==> config.mk <==
export PLATFORM = sky130hd
export DESIGN_NAME = mc_controller
export DESIGN_NICKNAME = d
export VERILOG_FILES = /design/src/rtl/mc_ctrl_pkg.sv /design/src/rtl/mc_decode.sv /design/src/rtl/mc_controller.sv
export SDC_FILE = /design/constraint.sdc
export NUM_CORES = 1
export LEC_CHECK = 0
export CAP_MARGIN = 15
export CORE_UTILIZATION = 40
export DETAILED_ROUTE_END_ITERATION = 10
export PLACE_DENSITY = 0.77
export REMOVE_ABC_BUFFERS = 1
export SETUP_SLACK_MARGIN = 0.02
export SLEW_MARGIN = 20
export SYNTH_ARGS = -nofsm -noshare
export SYNTH_HDL_FRONTEND = slang
export SYNTH_SLANG_ARGS = --single-unit
==> constraint.sdc <==
create_clock -name clk -period 2.1 [get_ports clk]
set_input_delay 0.525 -clock clk [delete_from_list [all_inputs] [get_ports clk]]
set_output_delay 0.525 -clock clk [all_outputs]
set_load 0.01 [all_outputs]
==> src/rtl/mc_ctrl_pkg.sv <==
// Shared encodings for the multi-cycle MIPS controller and its datapath:
// FSM states, opcode/function codes, mux selects and the decoded instruction class.
package mc_ctrl_pkg;

  typedef enum logic [2:0] {
    ST_FETCH  = 3'd0,
    ST_DECODE = 3'd1,
    ST_EXEC   = 3'd2,
    ST_MEM    = 3'd3,
    ST_WB     = 3'd4,
    ST_MDWAIT = 3'd5
  } state_t;

  localparam logic [5:0] OP_RTYPE = 6'h00;
  localparam logic [5:0] OP_J     = 6'h02;
  localparam logic [5:0] OP_JAL   = 6'h03;
  localparam logic [5:0] OP_BEQ   = 6'h04;
  localparam logic [5:0] OP_ADDIU = 6'h09;
  localparam logic [5:0] OP_ORI   = 6'h0D;
  localparam logic [5:0] OP_LUI   = 6'h0F;
  localparam logic [5:0] OP_LW    = 6'h23;
  localparam logic [5:0] OP_SW    = 6'h2B;

  localparam logic [5:0] FN_SLL  = 6'h00;
  localparam logic [5:0] FN_JR   = 6'h08;
  localparam logic [5:0] FN_JALR = 6'h09;
  localparam logic [5:0] FN_MFHI = 6'h10;
  localparam logic [5:0] FN_MFLO = 6'h12;
  localparam logic [5:0] FN_MULT = 6'h18;
  localparam logic [5:0] FN_DIV  = 6'h1A;
  localparam logic [5:0] FN_ADDU = 6'h21;
  localparam logic [5:0] FN_SUBU = 6'h23;

  localparam logic [1:0] REGDST_RT = 2'b00;
  localparam logic [1:0] REGDST_RD = 2'b01;
  localparam logic [1:0] REGDST_RA = 2'b10;

  localparam logic [1:0] WB_ALUOUT = 2'b00;
  localparam logic [1:0] WB_MDR    = 2'b01;
  localparam logic [1:0] WB_PC     = 2'b10;
  localparam logic [1:0] WB_HILO   = 2'b11;

  localparam logic [1:0] ASRC_PC    = 2'b00;
  localparam logic [1:0] ASRC_A     = 2'b01;
  localparam logic [1:0] ASRC_SHAMT = 2'b10;

  localparam logic [1:0] BSRC_B       = 2'b00;
  localparam logic [1:0] BSRC_FOUR    = 2'b01;
  localparam logic [1:0] BSRC_IMM     = 2'b10;
  localparam logic [1:0] BSRC_IMM_SH2 = 2'b11;

  localparam logic [1:0] EXT_ZERO = 2'b00;
  localparam logic [1:0] EXT_SIGN = 2'b01;
  localparam logic [1:0] EXT_HIGH = 2'b10;

  localparam logic [2:0] ALU_ADD = 3'b000;
  localparam logic [2:0] ALU_SUB = 3'b001;
  localparam logic [2:0] ALU_OR  = 3'b010;
  localparam logic [2:0] ALU_SLL = 3'b011;

  localparam logic [1:0] NPC_ALU    = 2'b00;
  localparam logic [1:0] NPC_JUMP   = 2'b01;
  localparam logic [1:0] NPC_REG    = 2'b10;
  localparam logic [1:0] NPC_ALUOUT = 2'b11;

  typedef struct packed {
    logic valid;
    logic r_alu;
    logic i_alu;
    logic load;
    logic store;
    logic branch;
    logic jump;
    logic jump_link;
    logic jump_reg;
    logic jump_reg_link;
    logic md_mult;
    logic md_div;
    logic mf_hi;
    logic mf_lo;
  } instr_class_t;

  localparam int CLS_W = $bits(instr_class_t);

  function automatic logic is_md(instr_class_t c);
    return c.md_mult | c.md_div;
  endfunction

endpackage

==> src/rtl/mc_decode.sv <==
// Combinational instruction-class decode: IR opcode/function fields to
// class one-hots plus the immediate extension mode and ALU operation.
module mc_decode
  import mc_ctrl_pkg::*;
(
  input  logic [5:0]       op,
  input  logic [5:0]       func,
  output logic [CLS_W-1:0] cls,
  output logic [1:0]       ext_op,
  output logic [2:0]       alu_ctrl
);

  instr_class_t c;

  // NOTE: every output of a combinational block gets a default first so no path can infer a latch.
  always_comb begin
    c        = '0;
    ext_op   = EXT_ZERO;
    alu_ctrl = ALU_ADD;
    case (op)
      OP_RTYPE: begin
        case (func)
          FN_ADDU: c.r_alu = 1'b1;
          FN_SUBU: begin c.r_alu = 1'b1; alu_ctrl = ALU_SUB; end
          FN_SLL:  begin c.r_alu = 1'b1; alu_ctrl = ALU_SLL; end
          FN_JR:   c.jump_reg = 1'b1;
          FN_JALR: c.jump_reg_link = 1'b1;
          FN_MULT: c.md_mult = 1'b1;
          FN_DIV:  c.md_div = 1'b1;
          FN_MFHI: c.mf_hi = 1'b1;
          FN_MFLO: c.mf_lo = 1'b1;
          default: ;
        endcase
      end
      OP_ORI:   begin c.i_alu = 1'b1; alu_ctrl = ALU_OR; end
      OP_ADDIU: begin c.i_alu = 1'b1; ext_op = EXT_SIGN; end
      OP_LUI:   begin c.i_alu = 1'b1; ext_op = EXT_HIGH; alu_ctrl = ALU_OR; end
      OP_LW:    begin c.load = 1'b1; ext_op = EXT_SIGN; end
      OP_SW:    begin c.store = 1'b1; ext_op = EXT_SIGN; end
      OP_BEQ:   begin c.branch = 1'b1; ext_op = EXT_SIGN; alu_ctrl = ALU_SUB; end
      OP_J:     c.jump = 1'b1;
      OP_JAL:   c.jump_link = 1'b1;
      default:  ;
    endcase
    // valid is still 0 here, so this is the OR of all class bits
    c.valid = |c;
  end

  assign cls = c;

endmodule

==> src/rtl/mc_controller.sv <==
// Multi-cycle MIPS control FSM: FETCH/DECODE/EXEC/MEM/WB plus MDWAIT for
// mult/div, with memory wait states and combinational datapath controls.
module mc_controller
  import mc_ctrl_pkg::*;
#(
  parameter int MULT_CYCLES = 5,
  parameter int DIV_CYCLES  = 10,
  parameter int CNT_W       = 4
) (
  input  logic       clk,
  input  logic       reset,
  input  logic [5:0] Op,
  input  logic [5:0] func,
  input  logic       zero,
  input  logic       mem_ready,
  output logic       PCWrite,
  output logic       PCWriteCond,
  output logic       IRWrite,
  output logic       MemRead,
  output logic       MemWrite,
  output logic       IorD,
  output logic       RegWrite,
  output logic [1:0] RegDst,
  output logic [1:0] WbSel,
  output logic [1:0] ALU_Asrc,
  output logic [1:0] ALU_Bsrc,
  output logic [1:0] ExtOp,
  output logic [2:0] ALUctrl,
  output logic [1:0] nPC_sel,
  output logic       MDStart,
  output logic       MDOp,
  output logic       HiLoSel,
  output logic       busy
);

  localparam logic [CNT_W-1:0] MULT_LOAD = CNT_W'(MULT_CYCLES - 1);
  localparam logic [CNT_W-1:0] DIV_LOAD  = CNT_W'(DIV_CYCLES - 1);

  state_t           state_q, state_d;
  logic [CNT_W-1:0] md_cnt_q, md_cnt_d;

  logic [CLS_W-1:0] cls_bits;
  instr_class_t     cls;
  logic [1:0]       dec_ext_op;
  logic [2:0]       dec_alu_ctrl;

  mc_decode u_decode (
    .op       (Op),
    .func     (func),
    .cls      (cls_bits),
    .ext_op   (dec_ext_op),
    .alu_ctrl (dec_alu_ctrl)
  );

  assign cls = instr_class_t'(cls_bits);

  // NOTE: sequential state uses non-blocking assignments so every flop samples pre-edge values.
  always_ff @(posedge clk) begin
    if (reset) begin
      state_q  <= ST_FETCH;
      md_cnt_q <= '0;
    end else begin
      state_q  <= state_d;
      md_cnt_q <= md_cnt_d;
    end
  end

  always_comb begin
    state_d     = state_q;
    md_cnt_d    = md_cnt_q;
    PCWrite     = 1'b0;
    PCWriteCond = 1'b0;
    IRWrite     = 1'b0;
    MemRead     = 1'b0;
    MemWrite    = 1'b0;
    IorD        = 1'b0;
    RegWrite    = 1'b0;
    RegDst      = REGDST_RT;
    WbSel       = WB_ALUOUT;
    ALU_Asrc    = ASRC_PC;
    ALU_Bsrc    = BSRC_B;
    ExtOp       = EXT_ZERO;
    ALUctrl     = ALU_ADD;
    nPC_sel     = NPC_ALU;
    MDStart     = 1'b0;
    MDOp        = 1'b0;
    HiLoSel     = 1'b0;
    busy        = 1'b0;

    // Reset is synchronous, so the outputs must be gated here to keep the reset cycle write-free
    if (!reset) begin
      case (state_q)
        ST_FETCH: begin
          MemRead  = 1'b1;
          ALU_Bsrc = BSRC_FOUR;
          if (mem_ready) begin
            IRWrite = 1'b1;
            PCWrite = 1'b1;
            state_d = ST_DECODE;
          end
        end

        ST_DECODE: begin
          ALU_Bsrc = BSRC_IMM_SH2;
          ExtOp    = EXT_SIGN;
          state_d  = cls.valid ? ST_EXEC : ST_FETCH;
        end

        ST_EXEC: begin
          ExtOp   = dec_ext_op;
          ALUctrl = dec_alu_ctrl;
          HiLoSel = cls.mf_hi;
          state_d = ST_FETCH;
          if (cls.r_alu || cls.i_alu) begin
            ALU_Asrc = (dec_alu_ctrl == ALU_SLL) ? ASRC_SHAMT : ASRC_A;
            ALU_Bsrc = cls.r_alu ? BSRC_B : BSRC_IMM;
            state_d  = ST_WB;
          end
          if (cls.load || cls.store) begin
            ALU_Asrc = ASRC_A;
            ALU_Bsrc = BSRC_IMM;
            state_d  = ST_MEM;
          end
          if (cls.branch) begin
            ALU_Asrc    = ASRC_A;
            PCWriteCond = 1'b1;
            nPC_sel     = NPC_ALUOUT;
          end
          if (cls.jump || cls.jump_link) begin
            PCWrite = 1'b1;
            nPC_sel = NPC_JUMP;
          end
          if (cls.jump_reg || cls.jump_reg_link) begin
            PCWrite = 1'b1;
            nPC_sel = NPC_REG;
          end
          if (cls.jump_link || cls.jump_reg_link) begin
            RegWrite = 1'b1;
            RegDst   = cls.jump_link ? REGDST_RA : REGDST_RD;
            WbSel    = WB_PC;
          end
          if (is_md(cls)) begin
            MDStart  = 1'b1;
            MDOp     = cls.md_div;
            md_cnt_d = cls.md_div ? DIV_LOAD : MULT_LOAD;
            state_d  = (md_cnt_d == '0) ? ST_FETCH : ST_MDWAIT;
          end
          if (cls.mf_hi || cls.mf_lo) state_d = ST_WB;
        end

        ST_MEM: begin
          IorD     = 1'b1;
          ExtOp    = dec_ext_op;
          ALUctrl  = dec_alu_ctrl;
          MemRead  = cls.load;
          MemWrite = cls.store;
          if (mem_ready) state_d = cls.load ? ST_WB : ST_FETCH;
        end

        ST_WB: begin
          RegWrite = 1'b1;
          ExtOp    = dec_ext_op;
          ALUctrl  = dec_alu_ctrl;
          HiLoSel  = cls.mf_hi;
          RegDst   = (cls.r_alu || cls.mf_hi || cls.mf_lo) ? REGDST_RD : REGDST_RT;
          if (cls.load)                    WbSel = WB_MDR;
          else if (cls.mf_hi || cls.mf_lo) WbSel = WB_HILO;
          state_d  = ST_FETCH;
        end

        ST_MDWAIT: begin
          busy     = 1'b1;
          md_cnt_d = md_cnt_q - 1'b1;
          if (md_cnt_d == '0) state_d = ST_FETCH;
        end

        default: state_d = ST_FETCH;
      endcase
    end
  end

endmodule
-- After elaboration in Yosys (flattened, before gate mapping)
Index checks and enable logic that the tools add are counted.
- $add $sub $neg: 1
- equal/unequal tests: 26
- muxes and demuxes: 91
- bitwise gates (word level): 1
- reduce and logical (&&, ||, !) cells: 23
- operators by type and width (operator ; count):
    $mux 2 ; 24
    $mux 1 ; 41
    $mux 3 ; 11
    $eq 6x4->1 const B ; 5
    $eq 6x5->1 const B ; 4
    $eq 6x6->1 const B ; 4
    $pmux 2 s2 ; 5
    $pmux 3 s5 ; 1
    $reduce_or 13->1 ; 1
    $eq 6x2->1 const B ; 2
    $logic_not 6->1 ; 2
    $eq 3x2->1 const B ; 3
    $pmux 3 s3 ; 1
    $reduce_or 3->1 ; 3
    $logic_not 4->1 ; 2
    $logic_or 1x1->1 ; 8
    $mux 4 ; 2
    $ne 2x2->1 const B ; 4
    $pmux 4 s2 ; 1
    $eq 3x3->1 const B ; 2
    $eq 6x3->1 const B ; 1
    $mux 6 ; 1
    $pmux 1 s2 ; 3
    $pmux 2 s3 ; 1
    other kinds (9) ; 10
- register bits: 7
- input port bits: 16
- output and inout bits: 26
- word-level logic and storage cells: 144

-- Logic depth before layout (Yosys ltp)
- depth after elaboration: 10
- mapped depth: 7
- gate-level depth less buffers: 7

-- Hierarchy
Synthesis repeated with hierarchy kept, for this count alone.
- cells, all modules: 173
- area, all modules: 1184.9 sq um
- by module, submodules not included (module ; times used ; cells an instance ; area each (sq um) ; sequential area each (sq um)):
    mc_controller ; 1 ; 124 ; 882.1 ; 140.1
    mc_decode ; 1 ; 49 ; 302.8 ; 0.0

-- Least setup slack after synthesis
Ideal clock, no wire load.
- kind: input to output
- start point: input Op[3]
- end point: output ALU_Asrc[0]
- arrival time: 1.674 ns
- required time: 1.575 ns
- setup slack: -0.099 ns
- cell stages on the path: 6
- path buffers: 1
- cell sequence: buf_6 nor4_4 nand2_1 nor4_2 a21oi_1 nor3b_2
- longest elaborated chain between the ends: 10
- elaborated cells on any way between the ends: 24
- those cells by class: eq/ne: 7; mux: 12; reduce/logical: 5
- ends and longest elaborated chain (what ; line ; RTL):
    start: declaration ; mc_controller.sv:12 ; input logic [5:0] Op,
    $eq 6x4->1 ; mc_decode.sv:20 ; case (op)
    $reduce_or 2->1 (no line) ; n/a ;
    $pmux 3 s3 ; mc_decode.sv:20 ;
    $eq 3x2->1 ; mc_controller.sv:115 ; ALU_Asrc = (dec_alu_ctrl == ALU_SLL) ? ASRC_SHAMT : ASRC_A;
    $mux 2 ; mc_controller.sv:115 ;
    $mux 2 ; mc_controller.sv:114 ; if (cls.r_alu || cls.i_alu) begin
    $mux 2 ; mc_controller.sv:119 ; if (cls.load || cls.store) begin
    $mux 2 (*) ; mc_controller.sv:124 ; if (cls.branch) begin
    $mux 2 (*) ; mc_controller.sv:92 ; case (state_q)
    $mux 2 (*) ; mc_controller.sv:91 ; if (!reset) begin
    end: declaration ; mc_controller.sv:25 ; output logic [1:0] ALU_Asrc,
Mark *: on every way between the ends. The rest lies on a longest branch, timed or not.

-- Worst setup path after layout
- start point: input func[2]
- end point: output RegDst[0]
- longest elaborated chain between the ends: 9
- elaborated cells on any way between the ends: 20
- those cells by class: eq/ne: 5; mux: 10; reduce/logical: 5
- ends and longest elaborated chain (what ; line ; RTL):
    start: declaration ; mc_controller.sv:13 ; input logic [5:0] func,
    $eq 6x6->1 or $logic_not 6->1 (tied branches) ; mc_decode.sv:22 ; case (func)
    $reduce_or 3->1 (no line) ; n/a ;
    $mux 1 ; mc_decode.sv:22 ;
    $mux 1 ; mc_decode.sv:20 ;
    $logic_or 1x1->1 (2 in a row) ; mc_controller.sv:165 ; RegDst = (cls.r_alu || cls.mf_hi || cls.mf_lo) ? REGDST_RD : REGDST_RT;
    $mux 1 ; mc_controller.sv:165 ;
    $pmux 2 s2 (*) ; mc_controller.sv:92 ;
    $mux 2 (*) ; mc_controller.sv:91 ;
    end: declaration ; mc_controller.sv:23 ; output logic [1:0] RegDst,
Marked as above.

==> impl_results.md <==
- Hold WC Path Type: reg -> reg
- Antenna violations before repair: 0
- Die X-Extent: around 54 microns
- Via count: ~2000
- Failing checks: setup timing
- Routed Antenna Nets: 0
- Pleak: ~0.98 nW
- EDFF count, synth: 0
- Worst-path cell chain: clkdlybuf4s15_1, nor3_4, nand2_2, buf_4, nor2_2, buf_4, nand3_1, nand2_1, buf_2
- Most frequent cells in the layout: buf_4, buf_6, buf_2
- FF-to-FF End: state_q[2]$_SDFFE_PP0P_
- Sink Count: 7
- Reg2reg path depth: 7
- Synth Register Bits: 7
- Critical path's slowest cell: clkdlybuf4s15_1
- Syn avg cell area: 6.74 sq um
- Final min period: approximately 2.4 ns
- Layout cells sized above 1: 61.7%
- IO Count: 42
- Number of vias per cell: slightly below 7
- Commonest non-fill, non-tap cell in the layout: buf_4
- Hold Fails Final Rpt: 0
- Setup-failing EPs final: 18
- GRT busiest layer: met2
- Mapped Cells: roughly 160
- Clk slew on worst S/H paths: around 0.070 ns
- Sw Share: around 38%
- Top cell type's share of synthesized area: between 10 and 15%
- Slew Viols, Final: 0
- Hold-fix buffers at CTS: 0
- Tot GR Track Use: 39.6%
- F_max: roughly 420 MHz
- CTS buffer count: 3
- Dominant cells by area after synthesis: dfxtp_1, nor2_1, a21oi_1
- Met2 Usage GRT: between 70% and 80%
- CP Class: in -> out
- Top_reg_cell synth: dfxtp_1
- Site Rows: 18
- Grt total ovfl: 0
- Worst Skew: between 0.01 and 0.015 ns
- Iteration-0 DRC Markers: 156
- Crit-path max FO: 3
- Global routing usage on met3: roughly 8.5%
- # DRC: 0
- Internal: 326 uW
- Sw Pwr: approximately 200 uW
- Sequential share of power: between 20% and 30%
- WP data arrival: about 1.9 ns
- Worst path max stage delay: roughly 0.24 ns
- Die H: ~54 microns
- First-pass GRT wire length: between 8 and 9 mm
- Crit start category: primary input
- Max Cap Viol: 0
- CTS tree: done
- Pin count of the biggest net entering global routing: 8
- Number of nets in the layout: 285
- Critical Path End Type: output pin
- P per Cell Area: approximately 230 mW/mm^2
- Final WS setup: -0.292 ns
- VDD IR-drop max: 0.277 mV
- Clock power share: 26.3%
- Post-Syn Area: around 0.0011 sq mm
- Non-filler cells, final: 296
- Hold_ws: approximately 0.57 ns
- Synth unique cells: 50
- Ys async rst share: 0%
- # diodes: 0
- Largest area contributor in the netlist: dfxtp_1
- Die ar.: ~0.0029 sq mm
- CTS Root Cell: clkbuf_4
- Most Frequent Cell on Critical Path: buf_4
- Placed cell count: approximately 270
- Hpwl dp: 3.28 mm
- Sequential area share after synthesis: around 13%
- Reg2reg setup slack: around 0.18 ns
- Hold endpoint: md_cnt_q[3]$_SDFFE_PP0P_
- # port buffers: 39
- Layout Area Growth over Synthesis: 106%
- Crit path required time: roughly 1.6 ns
- Status: finished with violations
- Comb power frac: between 40% and 50%
- Worst hold path startpoint: md_cnt_q[3]$_SDFFE_PP0P_
- Yosys warning count: 0
- Bufs on Longest Clock Path: 2
- Wire length per cell: between 20 and 25 microns
- Hold path cells: 2
- Vias in the first global route: 1726
- Initial Utilization: 43.0%
- RSZ-0062 raised after global routing: true
- Worst slack, placed: -1.03 ns
- Final period utilization: 114%
- First drt pass iteration count: 8
- Placeable Area: around 0.0025 sq mm
- Clock H-tree levels: 1
- Gpl congestion: just under 1
- Met1 Use GR: between 40% and 50%
- Clk Latency, worst-skew pair: around 0.27 ns
- Total Wirelength: 6.71 mm
- RR Startpoint: md_cnt_q[0]$_SDFFE_PP0P_
[power by group through the flow]
stage                     Sequential [mW]  Clock [mW]  Combinational, mW
after floorplan                     0.140           0             0.0468
after global placement              0.138           0              0.167
after detailed placement            0.138           0              0.172
after CTS                           0.136       0.128              0.210
after global routing                0.135       0.138              0.256
final                               0.135       0.137              0.249
[metal layers]
metal  part of all wire (%)  vias up
li1                       -      799
met1                     34      913
met2                     47      220
met3                     12       74
met4                    7.9        0
met5                      0        -
[per-stage QoR]
step / power, mW / TNS [ns] / utilization [%] / area, sq um
6_report: 0.521 / -2.80 / 88.4 / 2230
5_1_grt: 0.529 / -3.94 / 88.4 / 2230
4_1_cts: 0.473 / -1.01 / 83.0 / 2090
3_5_place_dp: 0.310 / -22.09 / 72.7 / 1830
3_3_place_gp: 0.305 / -20.47 / 72.7 / 1830
2_1_floorplan: 0.187 / 0 / - / 1040
[synthesized netlist by cell type (all sizes together) (2+ instances only)]
cell,n
nand2,18
nand3,7
a21oi,15
nor2,22
o211ai,3
o21ai,9
buf,7
o21bai,3
or2,4
a21boi,3
dfxtp,7
nor4,3
nor3b,5
ha,2
a31oi,2
and3,3
nand3b,3
or3,2
nand2b,3
nor2b,2
and2,5
nor3,8
a211oi,4
inv,6
[kinds of logic after synthesis]
logic type      synth area share, %
simple gates                   49.0
compound gates                 29.1
buf+inv                        6.34
flops                          12.9
fa+ha+maj                      2.31
other cells                   0.346
[cell type report]
class	count	area [sq um]
Multi-Input combinational cell	140	1110
Timing Repair Buffer	109	885
Fill cell	114	292
Sequential cell	7	145
Tap cell	30	37.5
Clock buffer	4	26.3
Inverter	6	22.5
[timing repair]
item / CTS / global route
pin swaps: 35 / 23
setup buffers: 14 / 7
gates resized for setup: 193 / 42
setup endpoints to repair: 27 / 25
[critical path, delay by kind of cell]
family	cells	cell delay [ns]
buffers and inverters	4	0.68
and+or+nand+nor	5	0.66
[registers in the layout, indices dropped and copies added, names as in the netlist]
signal    flops
md_cnt_q      4
state_q       3
[worst max path at each step]
| stage | start | end | slack [ns] |
|---|---|---|---|
| global placement | Op[0] | ALU_Asrc[0] | -0.95 |
| global route | func[2] | RegDst[0] | -0.35 |
| detailed placement | Op[2] | HiLoSel | -1.03 |
| floorplan | Op[2] | ALU_Asrc[0] | 0.009 |
| finish | func[2] | RegDst[0] | -0.29 |
| CTS | Op[2] | ALU_Asrc[0] | -0.18 |
(Power assumes the default switching activity.)
==> RTL change, RTL diff (config.mk and constraints unchanged) <==
Change the parameter `DIV_CYCLES` from 10 to 7.
--- a/src/rtl/mc_controller.sv
+++ b/src/rtl/mc_controller.sv
@@ -5,5 +5,5 @@
 #(
   parameter int MULT_CYCLES = 5,
-  parameter int DIV_CYCLES  = 10,
+  parameter int DIV_CYCLES  = 7,
   parameter int CNT_W       = 4
 ) (
Function: changed (a bounded check fails within 10 cycles, from zero or initial values and one cycle with reset high).
==> RTL change against the unedited design <==
  * The run still ends with setup timing left
  * Wire length shrank 6.1%
  * Power rose by 4.5%
  * Sequential cell count is the same
  * Global-route usage decreased by 4.1 points
  * Synthesized area shrank 0.81%
  * Design area rose by 0.17%
  * Worst setup slack worse by 240 ps
  * Final cell count increased by 2.4%
  * Largest cell class unchanged
  * Highest routed layer unchanged
==> RTL change: results (changes against the unedited design) <==
outcome=finished, violations left; r2r setup slk=410 ps (+230 ps); Placer Congestion=0.886 (-7.8%); Crit. Startpoint=Op[3]; drt first pass iters=5 (-3); final setup fails=19 (+1); fin worst setup slack=-528 ps (-237 ps); port bufs=39 (unchanged); Final Skew=4.22 ps (-9.82 ps); reg2reg end=state_q[0]$_SDFFE_PP0P_; vias in the first global route=1,712 (-0.81%); Distinct cells, synth=57 (+14%); critical path fanouts, max=4 (+1); multi-input logic area=1080 um^2 (-2.7%); clock root cell=clkbuf_4; placed cell area=1900 um^2 (+3.5%); layout cells sized above 1=58.2% (-3.4 points); Initial DRC Count=151 (-3.2%); final WL=6.30 mm (-6.1%); global-route wire length before repair=7.50 mm (-8.4%); Final #Nets=292 (+2.5%); R2R cell count=6 (-1); H-tree lvl count=1 (unchanged); #FFs+latches synth=7 (unchanged); cts bufs inserted=3 (unchanged); largest cells by area after synthesis=dfxtp_1 13%, nor2_1 7.7%, nand2_1 5.9%; Layout fillers=117 (+2.6%); Leak=1.02 nW (+4.1%); reg-to-reg startpoint=md_cnt_q[0]$_SDFFE_PP0P_; gr usage total=35.5% (-4.1 points); maximum number of pins on one net before global-route repair=10 (+2); CTS clock-pin slew for the worst setup and hold paths=60 ps; peak supply drop=421 uV (+52%); Top Registers=md_cnt_q (4), state_q (3); sequential share of the synthesized area=13.0% (+0.11 points); post-DP HPWL=3.34 mm (+2.0%); Commonest cells post-synth=22 x nor2_1, 17 x nand2_1, 12 x a21oi_1; Hold Crit Class=register to register; n_diodes=0 (unchanged); clk_lat worst skew=260 ps; vias per cell=6.31 (-6.9%); crit path to=ALU_Asrc[0]; maximum buffer depth of the clock tree=2 (unchanged); asr flop ratio synth=0% (unchanged); violated checks=setup timing; antenna violations before repair=0 (unchanged); Yosys warnings=0 (unchanged)
[RTL change: power by group]
group | internal, mW | leakage [nW] | switching, mW
Sequential | 0.135 | 0.0572 | 0.00230
Clock | 0.0730 | 0.0150 | 0.0576
Combinational | 0.139 | 0.948 | 0.138
[RTL change: logic make-up (layout without fill, tap and decap cells)]
kind of cell	count (synthesis)	after routing	synth area share (%)
adders and majority gates	2	2	2.33
buffers and inverters	17	131	8.37
DFF	7	7	13.0
AOI/OAI and AO/OA	41	41	27.9
other	1	1	0.349
and+or+nand+nor	90	90	47.1
muxes	1	1	0.930
[RTL change: worst max-delay path: stages]
cell and delay [ps]:
buf_8 70, buf_6 90, or4bb_1 580, mux2i_2 270
buf_4 170, a211oi_2 40, nor3b_2 190, buf_2 160
[RTL change: worst min path at each step]
stage	start	endpoint	slack, ps	cells past startpoint
floorplan	md_cnt_q[3]$_SDFFE_PP0P_	md_cnt_q[3]$_SDFFE_PP0P_	470	1
CTS	md_cnt_q[3]$_SDFFE_PP0P_	md_cnt_q[3]$_SDFFE_PP0P_	520	1
global placement	md_cnt_q[2]$_SDFFE_PP0P_	md_cnt_q[2]$_SDFFE_PP0P_	490	1
detailed placement	md_cnt_q[3]$_SDFFE_PP0P_	md_cnt_q[3]$_SDFFE_PP0P_	500	1
finish	md_cnt_q[3]$_SDFFE_PP0P_	md_cnt_q[3]$_SDFFE_PP0P_	550	1
global route	md_cnt_q[3]$_SDFFE_PP0P_	md_cnt_q[3]$_SDFFE_PP0P_	550	1
[RTL change: area by class of cell]
| type | instances | area share (%) |
|---|---|---|
| multi-input cells | 135 | 48.5 |
| flip-flops and latches | 7 | 6.33 |
| repair buffers | 118 | 40.8 |
| well taps | 30 | 1.68 |
| inverters | 9 | 1.51 |
| clock buffers | 4 | 1.18 |
[RTL change: metrics by stage]
step | setup TNS, ps | worst slack, ps | power, mW | hold WS, ps | cells
floorplan | -910 | -231 | 0.205 | 465 | 151
global placement | -23140 | -1160 | 0.342 | 486 | 280
global route | -6820 | -509 | 0.562 | 553 | 303
CTS | -4580 | -465 | 0.495 | 518 | 296
finish | -5780 | -528 | 0.544 | 554 | 303
detailed placement | -24410 | -1240 | 0.348 | 504 | 280
[RTL change: repair_timing]
item / 4_1_cts / 5_1_grt
hold buffers: 0 / 0
pin swaps: 27 / 17
gates resized for setup: 183 / 30
setup endpoints to repair: 27 / 23
setup buffers: 12 / 8
[RTL change: routing by layer]
layer	global-route usage [%]	vias to the layer above	part of all wire, %
li1	-	822	-
met1	38.4	888	35
met2	62.3	148	48
met3	9.60	53	11
met4	18.4	0	5.5
met5	0	-	0
